===== src/rtl/adc16dv160_input_axi_write.sv =====
// AXI-Lite write-only slave holding the ADC16DV160 input control registers.
// Optional macro ADC16DV160_AXI_WSTRB_EN enables per-byte write strobes.
module adc16dv160_input_axi_write #(
    parameter logic [31:0] DSIZE_RST = 32'd0,
    parameter logic [15:0] THR_RST   = 16'd0
) (
    input  logic        ACLK,
    input  logic        ARESETN,
    input  logic [31:0] AWADDR,
    input  logic        AWVALID,
    output logic        AWREADY,
    input  logic [31:0] WDATA,
    input  logic [3:0]  WSTRB,
    input  logic        WVALID,
    output logic        WREADY,
    output logic [1:0]  BRESP,
    output logic        BVALID,
    input  logic        BREADY,
    output logic [31:0] dsize,
    output logic        cr_test,
    output logic        cr_rt,
    output logic        cr_ls,
    output logic [15:0] ls_start_thr,
    output logic [15:0] ls_stop_thr,
    output logic [31:0] ls_n_start,
    output logic [31:0] ls_n_stop,
    output logic        sr_pc_clr
);

    localparam logic [7:0] ADDR_CR        = 8'h00;
    localparam logic [7:0] ADDR_SR        = 8'h04;
    localparam logic [7:0] ADDR_DSIZE     = 8'h08;
    localparam logic [7:0] ADDR_START_THR = 8'h0C;
    localparam logic [7:0] ADDR_STOP_THR  = 8'h10;
    localparam logic [7:0] ADDR_N_START   = 8'h14;
    localparam logic [7:0] ADDR_N_STOP    = 8'h18;

    localparam logic [1:0] RESP_OKAY   = 2'b00;
    localparam logic [1:0] RESP_SLVERR = 2'b10;

    typedef enum logic [1:0] {
        IDLE   = 2'd0,
        ACCEPT = 2'd1,
        RESP   = 2'd2
    } state_t;

    state_t      state;
    state_t      state_next;
    logic [31:0] cur_word;
    logic [31:0] new_word;
    logic        addr_mapped;
    logic        strb0_ok;
    logic        unused_ok;

`ifdef ADC16DV160_AXI_WSTRB_EN
    function automatic logic [31:0] merge_strb(input logic [31:0] old_word,
                                               input logic [31:0] wr_word,
                                               input logic [3:0]  strb);
        logic [31:0] res;
        res = old_word;
        for (int i = 0; i < 4; i++) begin
            if (strb[i]) res[8*i +: 8] = wr_word[8*i +: 8];
        end
        return res;
    endfunction
`endif

    always_ff @(posedge ACLK or negedge ARESETN) begin
        if (!ARESETN) state <= IDLE;
        else          state <= state_next;
    end

    // NOTE: every output of a combinational block gets a default first so no path leaves it unassigned (no latch).
    always_comb begin
        state_next = state;
        AWREADY    = 1'b0;
        WREADY     = 1'b0;
        BVALID     = 1'b0;
        case (state)
            IDLE:    if (AWVALID && WVALID) state_next = ACCEPT;
            ACCEPT: begin
                AWREADY    = 1'b1;
                WREADY     = 1'b1;
                state_next = RESP;
            end
            RESP: begin
                BVALID = 1'b1;
                if (BREADY) state_next = IDLE;
            end
            default: state_next = IDLE;
        endcase
    end

    // Current contents of the addressed register, so partial-strobe writes keep untouched bytes.
    always_comb begin
        cur_word    = '0;
        addr_mapped = 1'b1;
        case (AWADDR[7:0])
            ADDR_CR:        cur_word = {29'd0, cr_ls, cr_rt, cr_test};
            ADDR_SR:        cur_word = '0;
            ADDR_DSIZE:     cur_word = dsize;
            ADDR_START_THR: cur_word = {16'd0, ls_start_thr};
            ADDR_STOP_THR:  cur_word = {16'd0, ls_stop_thr};
            ADDR_N_START:   cur_word = ls_n_start;
            ADDR_N_STOP:    cur_word = ls_n_stop;
            default:        addr_mapped = 1'b0;
        endcase
    end

`ifdef ADC16DV160_AXI_WSTRB_EN
    assign new_word  = merge_strb(cur_word, WDATA, WSTRB);
    assign strb0_ok  = WSTRB[0];
    assign unused_ok = ^AWADDR[31:8];
`else
    assign new_word  = WDATA;
    assign strb0_ok  = 1'b1;
    assign unused_ok = ^{AWADDR[31:8], WSTRB, cur_word};
`endif

    // NOTE: sequential state uses non-blocking assignments so all flops update from pre-edge values.
    always_ff @(posedge ACLK or negedge ARESETN) begin
        if (!ARESETN) begin
            dsize        <= DSIZE_RST;
            cr_test      <= 1'b0;
            cr_rt        <= 1'b0;
            cr_ls        <= 1'b0;
            ls_start_thr <= THR_RST;
            ls_stop_thr  <= THR_RST;
            ls_n_start   <= '0;
            ls_n_stop    <= '0;
            BRESP        <= RESP_OKAY;
            sr_pc_clr    <= 1'b0;
        end else begin
            sr_pc_clr <= 1'b0;
            if (state == ACCEPT) begin
                BRESP <= addr_mapped ? RESP_OKAY : RESP_SLVERR;
                case (AWADDR[7:0])
                    ADDR_CR: begin
                        cr_test <= new_word[0];
                        cr_rt   <= new_word[1];
                        cr_ls   <= new_word[2];
                    end
                    ADDR_SR:        sr_pc_clr    <= WDATA[0] && strb0_ok;
                    ADDR_DSIZE:     dsize        <= new_word;
                    ADDR_START_THR: ls_start_thr <= new_word[15:0];
                    ADDR_STOP_THR:  ls_stop_thr  <= new_word[15:0];
                    ADDR_N_START:   ls_n_start   <= new_word;
                    ADDR_N_STOP:    ls_n_stop    <= new_word;
                    default: ;
                endcase
            end
        end
    end

endmodule


===== config.mk =====
export PLATFORM = sky130hd
export DESIGN_NAME = adc16dv160_input_axi_write
export DESIGN_NICKNAME = d
export VERILOG_FILES = /design/src/rtl/adc16dv160_input_axi_write.sv
export SDC_FILE = /design/constraint.sdc
export NUM_CORES = 1
export LEC_CHECK = 0
export BUFFER_PORTS_ARGS = -buffer_cell sky130_fd_sc_hd__clkbuf_2
export CAP_MARGIN = 20
export CORE_MARGIN = 2
export CORE_UTILIZATION = 52
export DETAILED_ROUTE_END_ITERATION = 8
export PLACE_DENSITY = 0.94
export SLEW_MARGIN = 20
export SYNTH_ARGS = -nofsm -noshare
export SYNTH_HDL_FRONTEND = slang
export SYNTH_SLANG_ARGS = --single-unit

===== constraint.sdc =====
create_clock -name ACLK -period 3.5 [get_ports ACLK]
set_input_delay 0.525 -clock ACLK [delete_from_list [all_inputs] [get_ports ACLK]]
set_output_delay 0.525 -clock ACLK [all_outputs]
set_load 0.1 [all_outputs]

* Word level (Yosys, flattened, before mapping)
Index checks and enable logic that the tools add are counted.
** Storage, ports and cells
- Bits in registers :: 136
- Bits in latches :: 0
- Bits in writable memories :: 0
- ROM bits :: 0
- Input bits :: 73
- Output and inout bits :: 137
- Word-level logic and storage cells :: 41
- Memories kept :: 0
** Operators by class
- $add $sub $neg :: 0
- Multipliers :: 0
- Div/mod/pow operators :: 0
- $lt $le $gt $ge :: 0
- Eq/ne operators :: 10
- Shifts and indexed selects :: 0
- Mux-type cells :: 9
- Bitwise logic cells :: 0
- Reductions and logical operators :: 11
** Operator list (count)
- 8-bit by 5-bit equality test with 1-bit output (second input constant) :: 3
- 8-bit by 4-bit equality test with 1-bit output (second input constant) :: 2
- 2-bit AND reduction :: 7
- 8-bit by 3-bit equality test with 1-bit output (second input constant) :: 1
- 8-bit zero test :: 1
- 7-bit OR reduction :: 1
- 2-bit two-way mux :: 3
- 2-bit case mux with 3 select lines :: 1
- 1-bit two-way mux :: 5
- 2-bit != test (second input constant) :: 2
- 2-bit by 1-bit equality test with 1-bit output (second input constant) :: 1
- 2-bit equality test (second input constant) :: 1
- 2-bit zero test :: 1
- 1-bit logical AND :: 1

* Depth between registers and ports, before layout
Gate-level depths: netlist of run 1.
- Depth in word-level cells :: 4
- Depth in mapped cells :: 6
- Gate-level depth less buffers :: 3

* Least setup slack after synthesis of run 1
Ideal clock, no wire load.
- Kind :: input to register
- Start :: input AWADDR[5]
- End :: register dsize[0]
- Library setup time :: 125 ps
- Data arrival time :: 2077 ps
- Data required time :: 3375 ps
- Slack :: 1298 ps
- Stages :: 6
- Path buffers :: 3
- Cell sequence :: or3_1 buf_2 or4_1 buf_2 buf_6 mux2_4
** Between the ends
- Word-level cells in the longest chain between the ends :: 2
** Ends and longest elaborated chain
- start, declared :: RTL line 9 : input logic [31:0] AWADDR,
- 8-bit by 4-bit equality test with 1-bit output :: RTL line 137 : case (AWADDR[7:0])
- 2-bit AND reduction (no source line)
- end signal, assigned :: RTL line 144 : ADDR_DSIZE: dsize <= new_word;
- end, declared :: RTL line 19 : output logic [31:0] dsize,
Every way passes these cells.
A chain may end at the register's enable or synchronous reset.

* Final worst setup path of run 1
- Start :: register state[1]
- End :: register dsize[24]
** Between the ends
- Word-level cells in the longest chain between the ends :: 2
** Ends and longest elaborated chain
- start, declared :: RTL line 47 : state_t state;
- start signal, assigned :: RTL line 70 : else state <= state_next;
- 2-bit by 1-bit equality test with 1-bit output :: RTL line 135 : if (state == ACCEPT) begin
- 2-bit AND reduction (no source line)
Every way passes these cells.

==> results of run 1 <==
cells in the mapped netlist:
cell and instances:
nand3b_1 1, mux2_4 30, nand2_1 2, clkbuf_1 1, dfrtp_1 135, and3_1 1, nand4_1 1, conb_1 1
nor3_1 2, buf_6 3, nor3_2 2, mux2_1 2, nor4b_2 1, nor3b_1 2, buf_4 2, inv_1 3
buf_2 9, nor4_1 1, or4_1 3, o21ai_0 2, or4b_1 1, nor4b_1 1, and4_1 1, or3_1 1
nand2b_1 2, mux2_2 99
state kept, by name (all words and copies together), names as in the netlist:
signal and cells:
dsize 32, ls_n_start 32, ls_n_stop 32, ls_start_thr 16
ls_stop_thr 16, state 2, BRESP 1, cr_ls 1
cr_rt 1, cr_test 1, sr_pc_clr 1
per-layer routing:
layer	global-route usage	part of all wire
met4	0.0820	0.017
met3	0.0771	0.075
met2	0.412	0.51
met5	0	0
met1	0.296	0.40
through the flow:
stage	instance area, µm²	hold slack [ns]	util	instances
4_1_cts	6960	0.205	0.712	648
3_3_place_gp	6330	0.426	0.648	615
2_1_floorplan	5250	0.229	-	309
3_5_place_dp	6330	0.430	0.648	615
5_1_grt	6960	0.217	0.712	648
6_report	6960	0.228	0.712	648
power by group through the flow:
| stage | Sequential, µW | Combinational [µW] | Clock, µW |
|---|---|---|---|
| CTS | 1620 | 451 | 1880 |
| floorplan | 1890 | 80.2 | 0 |
| global placement | 1640 | 439 | 0 |
| detailed placement | 1650 | 449 | 0 |
| finish | 1620 | 449 | 1850 |
| global route | 1620 | 467 | 1950 |
cells by family after synthesis:
| logic type | count (synthesis) | synth area share |
|---|---|---|
| compound gates | 2 | 0.00191 |
| flops | 135 | 0.643 |
| buf+inv | 18 | 0.0207 |
| simple gates | 22 | 0.0310 |
| mux | 131 | 0.302 |
| other cells | 1 | 0.000714 |
path summary, 6_finish.rpt:
| check | endpoint | depth (start not counted) |
|---|---|---|
| max in group asynchronous | ls_stop_thr[1]$_DFFE_PN0P_ | 3 |
| setup reg to reg | dsize[24]$_DFFE_PN0P_ | 4 |
| hold / removal | state[1]$_DFFE_PN0P_ | 2 |
| setup / recovery | dsize[24]$_DFFE_PN0P_ | 4 |
| min in group asynchronous | ls_n_stop[14]$_DFFE_PN0P_ | 2 |
| hold reg to reg | ls_n_stop[26]$_DFFE_PN0P_ | 1 |
worst max-delay path: stages, from the launching register on:
cell	delay (ns)
dfrtp_1	0.41
nand2b_1	0.29
or4_2	0.93
buf_12	0.29
mux2_4	0.33
cell type report:
| type | instances | area [µm²] | share of cell area |
|---|---|---|---|
| Clock buffer | 21 | 449 | 0.0645 |
| Clock inverter | 11 | 171 | 0.0246 |
| Inverter | 3 | 11.3 | 0.00162 |
| Multi-Input combinational cell | 156 | 1790 | 0.257 |
| Sequential cell | 135 | 3380 | 0.485 |
| Tap cell | 133 | 166 | 0.0239 |
| Timing Repair Buffer | 189 | 998 | 0.143 |
==> impl_metrics.ini, run 1 <==
[pwr]
pwr-share-clk = 0.473
peakVddDrop_v = 0.000315
p_int_uw = 2870
seqPwrFrac = 0.413
p_per_area_mw_per_mm2 = 563
swShare = 0.268
p_sw_uw = 1050
share_comb_of_total_power = 0.114
power_leakage_uw = 0.00398
power_uw = 3920

[route]
vias = 3406
viasPerCell = 5.26
drtAntennaViolNets = 0
drt-wirelength-per-cell_um = 19.9
drc = 0
dr.pass1.iters = 4
drtIter0Drc = 206
wl_um = 12900

[clock_network]
cts_hold_buf = 1
cts.sinks = 135
cts_buffers = 17
clockRootBuffer = clkbuf_8
insertion_delay_ns = 0.50
htree_levels = 4
cts_tree = yes
cts_resized = 0
clkTransAtPathRegs_ns = 0.06
postCtsSetupRepairBufs = 0
cts_buffer_depth = 2

[floorplanning]
die_h_um = 104
rows = 36
die_area_mm2 = 0.0109
die_x_um = 104
start_util = 0.537
core_area_mm2 = 0.00977
io_pins = 210

[logic_synthesis]
synth_area_leaders = dfrtp_1, mux2_2, mux2_4, buf_2, buf_6
synth_top_area_frac = 0.643
yosys.area.top_type = dfrtp_1
synth_area_mm2 = 0.00525
ys_types = 26
ys_seq_area_frac = 0.643
synth_warnings = 0
synth_seq_cells = 135
avgSynthCellArea_um2 = 17.0
syn_inst = 309
synth_nets = 382

[sta]
finalHoldViolCount = 0
drv_slew = 0
worst_slack_ns = 1.12
period_minus_slack_ns = 2.38
skew_ns = 0.00550
setup_viol = 0
finalCritPeriodShare = 0.681
rsz0062_at_grt = false
timing.slew.headroom = 0.491
worst_pin_slew_ns = 0.763
finalSetupTns_ns = 0
fmax_ghz = 0.420

[setup_path]
arrival_ns = 2.77
r2r_slack_ns = 1.12
crit_path_start_kind = flip-flop
crit_type = flip-flop to flip-flop
worst_ep_required_time_ns = 3.89
path_max_fanout = 25
r2r_start = state[1]$_DFFE_PN0P_
crit_start = state[1]$_DFFE_PN0P_
crit_path_end_kind = flip-flop

[status]
outcome = complete, no violations

[final_layout]
fin_nets = 575
final_common_cell = clkbuf_2
diodes = 0
area_delta_synth_final_pct = 32.6
n_fill_cell = 648
final_cell_mix = clkbuf_2, dfrtp_1, mux2_2
drive_above_1_share = 0.682

[grt]
antenna_found_initial = 0
grt.total_usage = 0.244
grt_first_pass_wirelength_um = 20300
grt_pass1_vias = 3649
grt_overflow = 0
grt_max_degree = 62

[min_path]
worstHoldStart = BREADY
min_path_type = input port to flip-flop

[placement]
portBuffers = 180
routabilityCongestion = 0.910
hpwl_um = 8930
post-place-ws_ns = 0.687

[run]
drv_cap = 0
No activity file was read; power rests on OpenSTA's default activity.
==> run 2: changes to the inputs <==
- CORE_UTILIZATION: 52 -> 44
- PLACE_DENSITY: 0.94 -> 0.86
- clock period: 3.5 -> 2 ns (I/O delays scaled with it)
==> run 2 against run 1 <==
Total power rose by 83%. The run now ends with design-rule violations left. Die area rose by 17%. Clock power rose by 92%. First-iteration DRC count fell by 17%.
==> impl_metrics.ini, run 2 (synthesis gave the netlist of run 1 again) <==
[status]
outcome = finished, violations left
violations = design-rule violations

[setup_path]
crit_type = flip-flop to primary output
r2r_slack_ns = 0.08
r2r_start = state[1]$_DFFE_PN0P_
crit_path_end_kind = primary output
reg2reg_to = dsize[26]$_DFFE_PN0P_
r2r_cells = 4
crit_path_start_kind = flip-flop
arrival_ns = 1.62
worst_ep_required_time_ns = 1.70
crit_path_end = AWREADY
crit_start = state[1]$_DFFE_PN0P_
path_max_fanout = 6

[pwr]
pwr-share-clk = 0.495
p_per_area_mw_per_mm2 = 1000
power_leakage_uw = 0.00408
p_sw_uw = 1840
share_comb_of_total_power = 0.112
p_int_uw = 5350
swShare = 0.256
seqPwrFrac = 0.394
power_uw = 7190
peakVddDrop_v = 0.000652

[route]
drc = 15
drtIter0Drc = 171
wl_um = 12200
viasPerCell = 5.08
vias = 3398
dr.pass1.iters = 6
drt-wirelength-per-cell_um = 18.2
drtAntennaViolNets = 0

[final_layout]
fin_nets = 586
final_cell_mix = clkbuf_2, dfrtp_1, mux2_2
area_delta_synth_final_pct = 36.7
instances_no_fill = 669
seq_area_mm2 = 0.00338
multi_input_area_mm2 = 0.00179
top_regs = dsize (32), ls_n_start (32), ls_n_stop (32)
final_common_cell = clkbuf_2
n_fill_cell = 860
drive_above_1_share = 0.690
diodes = 0

[sta]
finalHoldViolCount = 0
fmax_ghz = 0.521
finalCritPeriodShare = 0.960
skew_ns = 0.00378
fin_hold_ws_ns = 0.106
period_minus_slack_ns = 1.92
rsz0062_at_grt = false
worst_pin_slew_ns = 0.563
finalSetupTns_ns = 0
setup_viol = 0
timing.slew.headroom = 0.626
drv_slew = 0

[clock_network]
insertion_delay_ns = 0.41
cts.sinks = 135
postCtsSetupRepairBufs = 0
cts_buffers = 17
clkTransAtPathRegs_ns = 0.06
cts_tree = yes
cts_buffer_depth = 2
clockRootBuffer = clkbuf_16
htree_levels = 4

[floorplanning]
start_util = 0.456
io_pins = 210
die_x_um = 113
rows = 39
die_h_um = 113
die_area_mm2 = 0.0128
core_area_mm2 = 0.0115

[grt]
grt_overflow = 0
grt.total_usage = 0.202
antenna_found_initial = 0
grt_max_degree = 70
grt_first_pass_wirelength_um = 19800
grt_pass1_vias = 3677

[placement]
routabilityCongestion = 0.808
portBuffers = 180
hpwl_um = 8610
dp_cells = 636

[min_path]
min_path_type = input port to flip-flop

[run]
drv_cap = 0
-- run 2: changes by cell type in the layout (fill, tap and decap cells not counted), sizes merged --
| cell | before | now |
|---|---|---|
| clkinvlp | 2 | 1 |
| inv | 4 | 5 |
| clkinv | 4 | 3 |
| clkbuf | 200 | 199 |
| bufinv | 4 | 6 |
| buf | 9 | 20 |
-- run 2: how the worst min path moves through the flow --
stage                     startpoint                          to  slack, ns  cells after the start
after CTS                     WVALID        state[0]$_DFFE_PN0P_       0.09                      3
after floorplan              ARESETN        BRESP[1]$_DFFE_PN0P_      0.004                      0
final                         WVALID        state[0]$_DFFE_PN0P_       0.11                      3
after detailed placement     ARESETN       dsize[12]$_DFFE_PN0P_       0.32                      2
after global placement       ARESETN  ls_n_start[12]$_DFFE_PN0P_       0.31                      2
after global routing          WVALID        state[0]$_DFFE_PN0P_       0.10                      3
-- run 2: routing by layer --
layer,global-route usage,vias up,routed length [µm]
met5,0,-,0
met4,0.0821,0,182
met3,0.0664,17,846
met2,0.337,131,6240
met1,0.241,1741,4920
li1,-,1509,-
-- run 2: cell type report --
type,instances,share of cell area
Timing Repair Buffer,200,0.160
Multi-Input combinational cell,156,0.249
Sequential cell,135,0.471
Tap cell,143,0.0249
Clock inverter,12,0.0307
Inverter,3,0.00157
Clock buffer,20,0.0636
-- run 2: worst max-delay path: stages (launching register included) --
cell      delay [ns]
dfrtp_1         0.37
nand2b_1        0.16
buf_4           0.17
inv_1           0.07
clkbuf_2        0.45
-- run 2: stage by stage --
| stage | util | area, µm² | setup slack, ns |
|---|---|---|---|
| 6_report | 0.623 | 7180 | 0.0799 |
| 4_1_cts | 0.623 | 7180 | 0.0555 |
| 2_1_floorplan | - | 5250 | 0.0227 |
| 3_5_place_dp | 0.564 | 6490 | -0.236 |
| 5_1_grt | 0.623 | 7180 | 0.0131 |
| 3_3_place_gp | 0.564 | 6490 | -0.223 |
-- run 2: repair_timing --
action                                 CTS  global route
hold buffers                             1             0
resized for setup                        0             0
endpoints found under the hold margin  135             0
-- run 2: power by group through the flow --
| stage | Clock, µW | Combinational (µW) | Sequential [µW] |
|---|---|---|---|
| final | 3560 | 803 | 2830 |
| after global routing | 3730 | 841 | 2840 |
| after CTS | 3610 | 810 | 2830 |
| after detailed placement | 0 | 807 | 2880 |
| after global placement | 0 | 792 | 2870 |
| after floorplan | 0 | 140 | 3300 |
==> run 3: changes to the inputs <==
- RECOVER_POWER: not set -> 25
==> run 3 against run 2 <==
The flow still finishes with violations (design-rule violations). Sequential power is essentially flat. Total power shrank 0.19%. Fmax grew 0.19%. Clock skew is essentially flat. Global-route usage is the same. Utilization shrank 0.32 points. Via count grew 0.12%. Critical path type unchanged. Critical endpoint unchanged. Largest cell class unchanged.
==> impl_metrics.ini, run 3 (synthesis gave the netlist of run 1 again) <==
[status]
outcome = finished, violations left
violations = design-rule violations

[route]
wl_um = 12200
drc = 15
vias = 3402
drtIter0Drc = 189
viasPerCell = 5.09
drt-wirelength-per-cell_um = 18.2
drtAntennaViolNets = 0
dr.pass1.iters = 6

[pwr]
swShare = 0.256
pwr-share-clk = 0.495
power_uw = 7180
peakVddDrop_v = 0.000652
p_int_uw = 5340
p_sw_uw = 1830
power_leakage_uw = 0.00407
seqPwrFrac = 0.394
p_per_area_mw_per_mm2 = 1000
share_comb_of_total_power = 0.110

[final_layout]
final_cell_mix = clkbuf_2, dfrtp_1, mux2_2
final_common_cell = clkbuf_2
diodes = 0
top_regs = dsize (32), ls_n_start (32), ls_n_stop (32)
area_delta_synth_final_pct = 36.0
utilization = 0.620
instances_no_fill = 669
n_fill_cell = 868
fin_nets = 586
drive_above_1_share = 0.686

[grt]
antenna_found_initial = 0
grt_max_degree = 70
grt_pass1_vias = 3677
grt_first_pass_wirelength_um = 19800
grt_overflow = 0
grt.total_usage = 0.202

[sta]
timing.slew.headroom = 0.399
rsz0062_at_grt = false
skew_ns = 0.00370
finalHoldViolCount = 0
fin_hold_ws_ns = 0.108
drv_slew = 0
period_minus_slack_ns = 1.92
setup_viol = 0
worst_pin_slew_ns = 0.901
finalCritPeriodShare = 0.958
fmax_ghz = 0.522

[placement]
dp_cells = 636
hpwl_um = 8610
routabilityCongestion = 0.808
portBuffers = 180

[setup_path]
crit_type = flip-flop to primary output
r2r_slack_ns = 0.09
path_cells = nand2b_1 -> buf_4 -> inv_1 -> clkbuf_2
slowest_delay_ns = 0.45
worst_ep_required_time_ns = 1.70
crit_path_start_kind = flip-flop
arrival_ns = 1.62
r2r_cells = 4
cp.depth = 4
critPathBufInv = 3
crit_path_end_kind = primary output
path_max_fanout = 6
cp_slowest_cell = clkbuf_2
crit_family = buffers and inverters

[floorplanning]
io_pins = 210
core_area_mm2 = 0.0115
die_area_mm2 = 0.0128
die_x_um = 113
rows = 39
die_h_um = 113
start_util = 0.456

[clock_network]
insertion_delay_ns = 0.41
postCtsSetupRepairBufs = 0
clkTransAtPathRegs_ns = 0.06
cts_resized = 0
clockRootBuffer = clkbuf_16
cts_tree = yes
htree_levels = 4
cts_buffers = 17
cts_buffer_depth = 2
cts.sinks = 135
cts_hold_buf = 1

[run]
drv_cap = 0

[min_path]
holdPathStages = 3
min_path_type = input port to flip-flop
-- run 3: final timing paths --
check,endpoint,start
min in group asynchronous,ls_n_start[12]$_DFFE_PN0P_,ARESETN
setup reg to reg,dsize[26]$_DFFE_PN0P_,state[1]$_DFFE_PN0P_
hold / removal,state[0]$_DFFE_PN0P_,WVALID
hold reg to reg,ls_n_stop[26]$_DFFE_PN0P_,ls_n_stop[26]$_DFFE_PN0P_
setup / recovery,AWREADY,state[1]$_DFFE_PN0P_
max in group asynchronous,BRESP[1]$_DFFE_PN0P_,ARESETN
-- run 3: power groups by stage --
stage / Combinational, µW / Sequential [µW] / Clock [µW]
after detailed placement: 807 / 2880 / 0
after CTS: 810 / 2830 / 3610
after global routing: 829 / 2840 / 3730
final: 792 / 2830 / 3550
after floorplan: 140 / 3300 / 0
after global placement: 792 / 2870 / 0
-- run 3: worst min-delay path, stage by stage --
cell and delay (ns):
clkbuf_2 0.08, nand2_1 0.06, nor3_1 0.05
-- run 3: layout make-up --
cell class | instances | area (µm²) | area share
multi-input combinational | 156 | 1790 | 0.250
tap | 143 | 179 | 0.0250
sequential | 135 | 3380 | 0.473
clock buffer | 20 | 457 | 0.0639
timing repair buffer | 200 | 1110 | 0.156
inverter | 3 | 11.3 | 0.00158
clock inverter | 12 | 220 | 0.0308
-- run 3: through the flow --
stage,TNS (ns),setup slack (ns),instance area (µm²)
after floorplan,0,0.0227,5250
after global placement,-8.76,-0.223,6490
after detailed placement,-11.28,-0.236,6490
after CTS,0,0.0555,7180
after global routing,0,0.0161,7140
final,0,0.0835,7140
-- run 3: layer usage --
metal / part of all wire / GRT usage / vias to the layer above
li1: - / - / 1511
met5: 0 / 0 / -
met2: 0.51 / 0.337 / 130
met3: 0.069 / 0.0664 / 17
met1: 0.40 / 0.241 / 1744
met4: 0.015 / 0.0821 / 0
